==> src/rtl/matrix_add_pkg.sv <==
// matrix_add_pkg: shared states, element count and element-index encoding
package matrix_add_pkg;
  localparam int NUM_ELEM = 4;
  localparam int IDX_W = 2;
  typedef enum logic [2:0] {S_IDLE, S_ISSUE, S_WAIT, S_RELEASE, S_DONE} state_t;
  typedef enum logic [IDX_W-1:0] {E11 = 2'd0, E12 = 2'd1, E21 = 2'd2, E22 = 2'd3} elem_t;
endpackage

==> src/rtl/seq_timeout_counter.sv <==
// seq_timeout_counter: counts wait cycles and flags when the limit is reached
module seq_timeout_counter #(
  parameter int TIMEOUT = 255
) (
  input  logic clk,
  input  logic rst,
  input  logic clear,
  input  logic enable,
  output logic hit
);
  logic [7:0] cnt_q, cnt_d;
  // clear wins over enable so every issue starts a fresh wait window
  always_comb cnt_d = clear ? 8'd0 : enable ? cnt_q + 8'd1 : cnt_q;
  // count register
  always_ff @(posedge clk)
    if (rst) cnt_q <= 8'd0;
    else cnt_q <= cnt_d;
  assign hit = cnt_q == 8'(TIMEOUT);
endmodule

==> src/rtl/matrix_add_sequencer.sv <==
// matrix_add_sequencer: adds two 2x2 matrices through one shared external adder
module matrix_add_sequencer
  import matrix_add_pkg::*;
#(
  parameter int WIDTH = 32,
  parameter int TIMEOUT = 255
) (
  input  logic             input_Clk,
  input  logic             input_Reset,
  input  logic             input_Start,
  input  logic [WIDTH-1:0] input_A11,
  input  logic [WIDTH-1:0] input_A12,
  input  logic [WIDTH-1:0] input_A21,
  input  logic [WIDTH-1:0] input_A22,
  input  logic [WIDTH-1:0] input_B11,
  input  logic [WIDTH-1:0] input_B12,
  input  logic [WIDTH-1:0] input_B21,
  input  logic [WIDTH-1:0] input_B22,
  input  logic             input_C_Ack,
  output logic [WIDTH-1:0] output_C11,
  output logic [WIDTH-1:0] output_C12,
  output logic [WIDTH-1:0] output_C21,
  output logic [WIDTH-1:0] output_C22,
  output logic             output_Stable,
  output logic             output_Busy,
  output logic             output_Error,
  output logic [WIDTH-1:0] output_Add_N1,
  output logic [WIDTH-1:0] output_Add_N2,
  output logic             output_Add_Load,
  output logic             output_Add_Ack,
  input  logic             input_Add_Ready,
  input  logic [WIDTH-1:0] input_Add_Result
);
  typedef logic [WIDTH-1:0] word_t;
  state_t state_q, state_d;
  logic [IDX_W-1:0] idx_q, idx_d;
  word_t a_q [NUM_ELEM];
  word_t a_d [NUM_ELEM];
  word_t b_q [NUM_ELEM];
  word_t b_d [NUM_ELEM];
  word_t c_q [NUM_ELEM];
  word_t c_d [NUM_ELEM];
  logic err_q, err_d, stable_q, stable_d, load_q, load_d, ack_q, ack_d, hit;
  seq_timeout_counter #(.TIMEOUT(TIMEOUT)) u_timer (
    .clk   (input_Clk),
    .rst   (input_Reset),
    .clear (state_q == S_ISSUE),
    .enable(state_q == S_WAIT && !input_Add_Ready && !hit),
    .hit   (hit)
  );
  // next state, operand/result capture and registered strobes
  always_comb begin
    state_d = state_q;
    idx_d = idx_q;
    a_d = a_q;
    b_d = b_q;
    c_d = c_q;
    err_d = err_q;
    case (state_q)
      S_IDLE: if (input_Start) begin
        a_d = '{input_A11, input_A12, input_A21, input_A22};
        b_d = '{input_B11, input_B12, input_B21, input_B22};
        c_d = '{default: '0};
        err_d = 1'b0;
        idx_d = E11;
        state_d = S_ISSUE;
      end
      S_ISSUE: state_d = S_WAIT;
      S_WAIT: if (input_Add_Ready) begin
        c_d[idx_q] = input_Add_Result;
        state_d = S_RELEASE;
      end else if (hit) begin
        err_d = 1'b1;
        state_d = S_DONE;
      end
      S_RELEASE: if (!input_Add_Ready) begin
        state_d = idx_q == E22 ? S_DONE : S_ISSUE;
        idx_d = idx_q == E22 ? idx_q : idx_q + IDX_W'(1);
      end
      S_DONE: if (input_C_Ack) state_d = S_IDLE;
      default: state_d = S_IDLE;
    endcase
    load_d = state_d == S_ISSUE;
    ack_d = state_q == S_WAIT && input_Add_Ready;
    stable_d = state_d == S_DONE;
  end
  // state and datapath registers; reset overrides everything
  always_ff @(posedge input_Clk)
    if (input_Reset) begin
      state_q <= S_IDLE;
      idx_q <= '0;
      a_q <= '{default: '0};
      b_q <= '{default: '0};
      c_q <= '{default: '0};
      err_q <= 1'b0;
      stable_q <= 1'b0;
      load_q <= 1'b0;
      ack_q <= 1'b0;
    end else begin
      state_q <= state_d;
      idx_q <= idx_d;
      a_q <= a_d;
      b_q <= b_d;
      c_q <= c_d;
      err_q <= err_d;
      stable_q <= stable_d;
      load_q <= load_d;
      ack_q <= ack_d;
    end
  assign output_C11 = c_q[E11];
  assign output_C12 = c_q[E12];
  assign output_C21 = c_q[E21];
  assign output_C22 = c_q[E22];
  assign output_Stable = stable_q;
  assign output_Busy = state_q != S_IDLE;
  assign output_Error = err_q;
  assign output_Add_N1 = a_q[idx_q];
  assign output_Add_N2 = b_q[idx_q];
  assign output_Add_Load = load_q;
  assign output_Add_Ack = ack_q;
endmodule

==> config.mk <==
export PLATFORM = sky130hd
export DESIGN_NAME = matrix_add_sequencer
export DESIGN_NICKNAME = d
export VERILOG_FILES = /design/src/rtl/matrix_add_pkg.sv /design/src/rtl/seq_timeout_counter.sv /design/src/rtl/matrix_add_sequencer.sv
export SDC_FILE = /design/constraint.sdc
export NUM_CORES = 1
export LEC_CHECK = 0
export BUFFER_PORTS_ARGS = -buffer_cell sky130_fd_sc_hd__buf_2
export CAP_MARGIN = 20
export CORE_MARGIN = 5
export CORE_UTILIZATION = 46
export CTS_CLUSTER_SIZE = 16
export DETAILED_ROUTE_END_ITERATION = 16
export HOLD_SLACK_MARGIN = 0.08
export PLACE_DENSITY = 0.72
export SLEW_MARGIN = 20
export SYNTH_ARGS = -nofsm -noshare
export SYNTH_HDL_FRONTEND = slang
export SYNTH_SLANG_ARGS = --single-unit
==> constraint.sdc <==
create_clock -name input_Clk -period 2.4 [get_ports input_Clk]
set_clock_uncertainty 0.2 [all_clocks]
set_input_delay 0.48 -clock input_Clk [delete_from_list [all_inputs] [get_ports input_Clk]]
set_output_delay 0.48 -clock input_Clk [all_outputs]
set_load 0.02 [all_outputs]
# After elaboration in Yosys (flattened, before gate mapping)
# Cells that the tools add are included.
# word_totals
regBits	401
latchBits	0
mem_bits_rw	0
mem_bits_ro	0
out_inout_bits	197
word_cells	80
mem_count	0
# op_classes
add_sub_neg	2
multipliers	0
n_div	0
order_cmp	2
eq_ne	14
shifts	0
mux	27
n_bitwise	1
n_reduce_logical	15
# ops
cell	count
128-bit two-way mux	2
128-bit case mux with 2 select lines	1
32-bit two-way mux	5
32-bit binary-select mux with 2-bit select	2
128-bit bitwise mux	1
32-bit demux with 2-bit select	1
3-bit two-way mux	6
3-bit case mux with 5 select lines	1
2-bit inequality test (second input constant)	6
8-bit by 1-bit adder with 8-bit output (second input constant)	1
8-bit == test (second input constant)	1
4-bit AND reduction	2
3-bit by 1-bit == test with 1-bit output (second input constant)	2
3-bit by 2-bit == test with 1-bit output (second input constant)	2
3-bit == test (second input constant)	2
2-bit two-way mux	3
1-bit logical AND	4
2-bit case mux with 2 select lines	1
2-bit nonzero test	2
3-bit >= comparator (second input constant)	1
3-bit zero test	1
3-bit by 1-bit less-than comparator with 1-bit output (second input constant)	1
1-bit two-way mux	3
2-bit NOT with 3-bit output	1
8 further kinds	9

# Depth between registers and ports, before layout
# Gate-level depths: netlist of the first run.
# logic_depth
word_depth	8
depth_mapped	8

# Cells and area by module
# From an unflattened synthesis of the first run, not the netlist that was laid out.
# unflattened
cells_unflattened	1594
hier_area_um2	15172.1
# modules_own_cells
module	instances	cells_each	area_per_inst_um2
matrix_add_sequencer	1	1554	14818.0
seq_timeout_counter	1	40	354.1

# Worst setup path after synthesis of the first run
# No wires, ideal clock.
# synth_timing
path_kind	input port to output port
from	input idx_q[0]
to	output output_Add_N1[10]
arrival_time_ns	1.651
required_ns	1.720
slack_ns	0.069
path_stages	4
n_path_buf	2
cell_sequence	dfxtp_1 -> buf_1 -> clkbuf_1 -> mux4_2
# synth_between
elab_chain_cells	4
# synth_lines
item	line_no	text
from (decl)	matrix_add_sequencer.sv:36	logic [IDX_W-1:0] idx_q, idx_d;
2-bit NOT with 3-bit output (not written as such)	matrix_add_sequencer.sv:117	assign output_Add_N1 = a_q[idx_q];
32-bit binary-select mux with 2-bit select	matrix_add_sequencer.sv:117	
32-bit two-way mux (not written as such) (2 in series)	matrix_add_sequencer.sv:117	
to (decl)	matrix_add_sequencer.sv:27	output logic [WIDTH-1:0] output_Add_N1,
# No other way between the ends. The select of a mux whose other input is x is not followed.

# Final worst setup path of the first run
# layout_timing
from	input idx_q[0]
to	output output_Add_N2[0]
# layout_between
elab_chain_cells	4
# layout_lines
item	line_no	text
2-bit NOT with 3-bit output (not written as such)	matrix_add_sequencer.sv:118	assign output_Add_N2 = b_q[idx_q];
32-bit binary-select mux with 2-bit select	matrix_add_sequencer.sv:118	
32-bit two-way mux (not written as such) (2 in series)	matrix_add_sequencer.sv:118	
to (decl)	matrix_add_sequencer.sv:28	output logic [WIDTH-1:0] output_Add_N2,
# No other way between the ends. The select of a mux whose other input is x is not followed.

==> reports/summary.txt, run 1 <==
core area: 32540 um^2
sequential share of the synthesized area: 52.87%
Distinct cells, synth: 40
flop2flop setup slack: 0.17 ns
Hold Vio Cnt, Final: 0
Final GP Congestion: 0.8391
full die area: 36740 um^2
vias in the first global route: 16030
fillcell total: 2176
clock buffer depth: 3
crit path kind: register to primary output
layout overhead on the synthesized area: 50.02%
Finish-stage setup viols: 64
pin count of the biggest net entering global routing: 116
Arr. time, crit path: 1.89 ns
gr ovfl total: 0
PortBufs: 489
starting density of the core: 46.67%
FFs w/ async S/R, synth: 0%
Register-to-Register Path Depth: 6
max-cap viol count: 0
initial antenna violation count: 6
Worst-Margin Slew: 0.5630 ns
number of enable flip-flop cells after synthesis: 0
Crit Reg-Reg Startpoint: idx_q[1]
Syn. warnings: 0
Avg Inst Size Synth: 9.443 um^2
PD cells: 734.5 nW/um^2
CTS root buf: clkbuf_16
Syn Nets: 1906
commonest non-fill, non-tap cells in the layout: nand2_1, buf_2, dfxtp_1
fin area: 22780 um^2
Avg WL per Cell: 20.64 um
H-tree levels: 2
Fin Setup TNS: -8.079 ns
Max Clock Freq: 388.8 MHz
Reg clk slew, reported paths: 0.06 ns
Vias per Instance: 5.593
Worst Setup End Kind: primary output
CTS tree: yes
Total GRT Usage: 28.82%
layout cells sized above 1: 29.27%
final period utilization: 107.2%
first-pass GRT wire length: 85.53 mm
Die Y: 191.7 um
CTS Buf Count: 42
Slew Limit Fails: 0
fin nets: 2622
Top FF cell, synth: dfxtp_1
utilization after layout: 70.01%
WP data required: 1.72 ns
CP Max Fanout: 5
crit path to: output_Add_N2[0]
Clock Sinks: 401
Crit. Startpoint: idx_q[0]
max incr delay on CP: 0.54 ns
drt drc: 0
failing checks: negative setup slack
Worst VDD drop: 0.5354 mV
Initial DRC Count: 1364
Pwr Total: 16730 uW
synthesis-stage register bit count: 401
setup slack after layout: -0.1719 ns
reg2reg end: idx_q[1]
Slew HR: 62.47%
vias post-DR: 15720
netlist area before placement: 15180 um^2
Rows: 66
synthesized instance count: 1608
RSZ-0062 raised after global routing: yes
placed inst area: 18100 um^2
Die W: 191.7 um
HP Class: input port to register
Antenna Nets Post-Route: 0
Leak Pwr: 0.009487 uW
detailed placement HPWL: 32.43 mm
commonest non-fill, non-tap cell in the layout: nand2_1
drt pass-1 iters: 6
minimum clock period: 2.572 ns
crit start category: register
final wirelength: 58.00 mm
CP max stage cell: mux4_2
I/O pins: 490
critical path, cell by cell: buf_12 > clkbuf_16 > mux4_2 > buf_6
clk_lat worst skew: 0.52 ns
status: finished, violations left
-- cell families after synthesis --
| group | count (synthesis) | share of synthesized area, % |
|---|---|---|
| adder cells (fa/ha/maj) | 5 | 0.4120 |
| AND/OR/NAND/NOR | 590 | 16.00 |
| buffers and inverters | 135 | 3.881 |
| multiplexers | 68 | 9.797 |
| flip-flops | 401 | 52.87 |
| XOR/XNOR | 5 | 0.2884 |
| AO/OA/AOI/OAI | 404 | 16.75 |
-- power breakdown --
| group | leakage [uW] | switching, uW | internal [uW] |
|---|---|---|---|
| combinational | 0.00550 | 1550 | 1210 |
| clock | 0.000712 | 2660 | 4030 |
| sequential | 0.00327 | 234 | 7060 |
-- metal layers --
metal / GRT usage [%] / part of all wire (%) / vias to the layer above
li1: - / - / 6985
met2: 49.05 / 48 / 1027
met1: 33.27 / 36 / 7423
met4: 15.22 / 5.8 / 2
met5: 0 / 0.012 / -
met3: 7.634 / 10 / 279
-- cells in the mapped netlist (3+ instances only) --
master | instances | area share, %
o22a_1 | 4 | 0.23
clkbuf_1 | 60 | 1.5
o21ai_0 | 4 | 0.13
xor2_1 | 4 | 0.23
nor2_1 | 7 | 0.17
nor2b_1 | 5 | 0.21
mux4_2 | 64 | 9.5
o2bb2ai_1 | 128 | 7.4
a21oi_1 | 260 | 8.6
nand2b_1 | 33 | 1.4
a221oi_1 | 3 | 0.17
ha_1 | 5 | 0.41
buf_1 | 8 | 0.20
nand2_1 | 519 | 13
dfxtp_1 | 401 | 53
inv_1 | 3 | 0.074
nor2_2 | 5 | 0.21
or3_1 | 3 | 0.12
buf_2 | 63 | 2.1
-- area by class of cell --
cell class	instances	area, um^2	area share, %
clock inverters	14	155.1	0.6811
inverters	3	11.26	0.04943
multi-input cells	1072	6571	28.85
clock buffers	63	1284	5.636
well taps	442	553.0	2.428
diodes	11	27.53	0.1208
repair buffers	804	6138	26.95
flip-flops and latches	401	8039	35.29
-- through the flow --
step | hold WS [ns] | worst slack, ns | cells
final | 0.09597 | -0.1719 | 2810
after floorplan | 0.2331 | 0.06861 | 1608
after global routing | 0.1046 | -0.2185 | 2804
after detailed placement | 0.2413 | 0.3165 | 2444
after global placement | 0.2377 | 0.3402 | 2444
after CTS | 0.08025 | -0.1850 | 2791
-- how the worst min path moves through the flow --
stage                     slack (ns)  cells after the start            startpoint        endpoint
final                            0.1                      3  input_Add_Result[18]  output_C12[18]
after global routing            0.10                      3   input_Add_Result[7]   output_C11[7]
after CTS                       0.08                      3   input_Add_Result[7]   output_C11[7]
after detailed placement        0.24                      1        output_C21[17]  output_C21[17]
after global placement          0.24                      2                a_q[3]          a_q[3]
after floorplan                 0.23                      2               a_q[60]         a_q[60]
-- registers in the layout, indices dropped and copies added, names as in the netlist --
signal and flops:
output_Error 1, output_C21 32, output_Add_Load 1, state_q 3
u_timer.cnt_q 8, idx_q 2, output_C12 32, output_Stable 1
b_q 128, output_Add_Ack 1, output_C22 32, a_q 128
output_C11 32
-- critical path, delay by kind of cell (launching register included) --
family,cells,cell delay (ns)
buffers and inverters,3,0.46
flip-flops,1,0.37
multiplexers,1,0.54
-- timing repair --
action                                  in CTS  in global routing
hold buffers                               261                  0
gates resized for setup                     41                 73
endpoints found under the setup margin      65                 65
setup buffers                                8                  4
gates cloned                                 1                  5
hold endpoints to repair                   269                  0
(Power assumes the default switching activity.)
==> run 2: changes to the inputs <==
--- a/config.mk
+++ b/config.mk
@@ -18,2 +18,3 @@
 export SYNTH_HDL_FRONTEND = slang
+export SYNTH_HIERARCHICAL = 1
 export SYNTH_SLANG_ARGS = --single-unit
==> constraint.sdc (replaced) <==
create_clock -name input_Clk -period 2.4 [get_ports input_Clk]
set_clock_uncertainty 0.2 [all_clocks]
set_input_delay 0.24 -clock input_Clk [delete_from_list [all_inputs] [get_ports input_Clk]]
set_output_delay 0.24 -clock input_Clk [all_outputs]
set_load 0.02 [all_outputs]
==> run 2 against run 1 <==
The flow still finishes with violations (negative setup slack). Hold slack better by 0.15 ns. Non-clock buffer count is 13 higher. First-iteration DRC count is 15% lower. Register-to-register slack worse by 0.04 ns. Worst setup slack better by 0.17 ns. Clock power is 0.6% lower. Via count is 0.26% higher. Sequential power is 1% lower. Critical path type unchanged. Largest cell class unchanged. Largest power group unchanged.
==> reports/summary.txt, run 2 <==
Syn Nets: 1892
initial antenna violation count: 8
final period utilization: 100.0%
FFs w/ async S/R, synth: 0%
CP max stage cell: mux4_2
final wirelength: 57.51 mm
Avg WL per Cell: 20.63 um
Die Y: 191.6 um
Avg Inst Size Synth: 9.518 um^2
starting density of the core: 46.63%
fillcell total: 2233
core area: 32540 um^2
CTS Buf Count: 42
Reg clk slew, reported paths: 0.07 ns
crit start category: register
layout cells sized above 1: 28.58%
Synth area leader: dfxtp_1
Syn. warnings: 6
Clock Sinks: 401
final std cells w/o fill: 2787
Total GRT Usage: 28.96%
Leak Pwr: 0.009534 uW
HP Class: register to register
fin nets: 2604
H-tree levels: 2
number of enable flip-flop cells after synthesis: 0
clk_lat worst skew: 0.53 ns
Worst-Margin Slew: 0.7829 ns
synth top area cells: dfxtp_1, nand2_1, mux4_2, a21oi_1, a32o_1
minimum clock period: 2.401 ns
Vias per Instance: 5.654
flop2flop setup slack: 0.13 ns
critical path, cell by cell: buf_16 > mux4_2 > buf_6
Final GP Congestion: 0.8400
first-pass GRT wire length: 85.55 mm
commonest non-fill, non-tap cells in the layout: nand2_1, buf_2, dfxtp_1
top-count cell post-synth: nand2_1
Arr. time, crit path: 1.96 ns
crit path kind: register to primary output
Finish-stage setup viols: 1
Worst Setup End Kind: primary output
CP Max Fanout: 16
Antenna Nets Post-Route: 0
pin count of the biggest net entering global routing: 161
full die area: 36710 um^2
share of the synthesized area in the top cell type: 52.91%
utilization after layout: 69.51%
Slew HR: 47.81%
drt drc: 0
I/O pins: 490
Hold Vio Cnt, Final: 0
Worst VDD drop: 0.5855 mV
max incr delay on CP: 0.58 ns
max-cap viol count: 0
clock buffer depth: 3
gr ovfl total: 0
failing checks: negative setup slack
status: finished, violations left
Top FF cell, synth: dfxtp_1
Rows: 66
DP Cell Count: 2403
synthesized instance count: 1594
PD cells: 712.3 nW/um^2
Die W: 191.6 um
sequential share of the synthesized area: 52.91%
PortBufs: 489
Slew Limit Fails: 0
RSZ-0062 raised after global routing: yes
CTS root buf: clkbuf_16
CTS tree: yes
Distinct cells, synth: 40
WP buf/inv: 2
list of most frequent post-synthesis cells: nand2_1, dfxtp_1, a21oi_1
vias in the first global route: 16050
largest registers: a_q x128, b_q x128
WP data required: 1.96 ns
detailed placement HPWL: 32.61 mm
layout overhead on the synthesized area: 49.07%
netlist area before placement: 15170 um^2
vias post-DR: 15760
CP top delay family: multiplexers
Max Clock Freq: 416.5 MHz
commonest non-fill, non-tap cell in the layout: nand2_1
Initial DRC Count: 1160
setup slack after layout: -0.0007090 ns
drt pass-1 iters: 6
synthesis-stage register bit count: 401
run 2: cell type report:
class | count | area [um^2] | share of cell area [%]
Tap cell | 442 | 553.0 | 2.445
Antenna cell | 8 | 20.02 | 0.08852
Clock inverter | 8 | 101.3 | 0.4481
Clock buffer | 67 | 1328 | 5.870
Sequential cell | 401 | 8035 | 35.53
Multi-Input combinational cell | 1040 | 6502 | 28.75
Inverter | 4 | 16.27 | 0.07192
Timing Repair Buffer | 817 | 6061 | 26.80
run 2: metrics by stage:
stage                     setup WS (ns)  area (um^2)  setup TNS (ns)  hold WS (ns)  total power (uW)
after floorplan                 0.01711        15170               0        0.1658              8346
after global placement           0.3379        17980               0        0.2398              9013
after detailed placement         0.2684        17980               0        0.2431              9062
after CTS                      -0.03717        22400         -0.4940        0.2510             16030
after global routing           -0.07810        22610          -1.617        0.2710             16680
final                        -0.0007090        22620      -0.0007090        0.2493             16110
run 2: final timing paths:
kind                                 start                end  cells after the start
worst max-delay path              idx_q[1]  output_Add_N1[26]                      3
worst min-delay path               b_q[24]            b_q[24]                      2
worst max register to register  state_q[0]            b_q[20]                      4
worst min register to register     b_q[24]            b_q[24]                      2
run 2: what timing repair did:
action / CTS / global route
endpoints found under the hold margin: 391 / 0
setup buffers: 2 / 4
cloned: 0 / 3
hold buffers: 292 / 0
resized for setup: 16 / 27
setup endpoints to repair: 59 / 64
run 2: metal layers:
metal | wire (um) | up-vias | share of wire [%] | global-route usage [%]
li1 | - | 7055 | - | -
met1 | 20270 | 7419 | 35 | 32.01
met2 | 27620 | 987 | 48 | 49.81
met3 | 5327 | 294 | 9.3 | 7.470
met4 | 4282 | 2 | 7.4 | 18.01
met5 | 13 | - | 0.023 | 0
run 2: kinds of logic (layout without fill, tap and decap cells):
logic type / Yosys count / in the layout / synth area share, %
AND/OR/NAND/NOR: 558 / 558 / 14.62
AO/OA/AOI/OAI: 407 / 407 / 17.77
XOR/XNOR: 4 / 4 / 0.2310
multiplexers: 66 / 66 / 9.640
adder cells (fa/ha/maj): 5 / 5 / 0.4123
flip-flops: 401 / 401 / 52.91
buffers and inverters: 153 / 896 / 4.412
other: 0 / 8 / 0
run 2: worst reg2reg max path, cell delays in order, from the launching register on:
cell and delay [ns]:
dfxtp_1 0.45, or4b_4 0.65, buf_12 0.22, nand2_1 0.46, a21oi_1 0.12
run 2: power by group:
group | internal [uW] | switching (uW)
combinational | 1010 | 1260
clock | 4000 | 2640
sequential | 6990 | 200
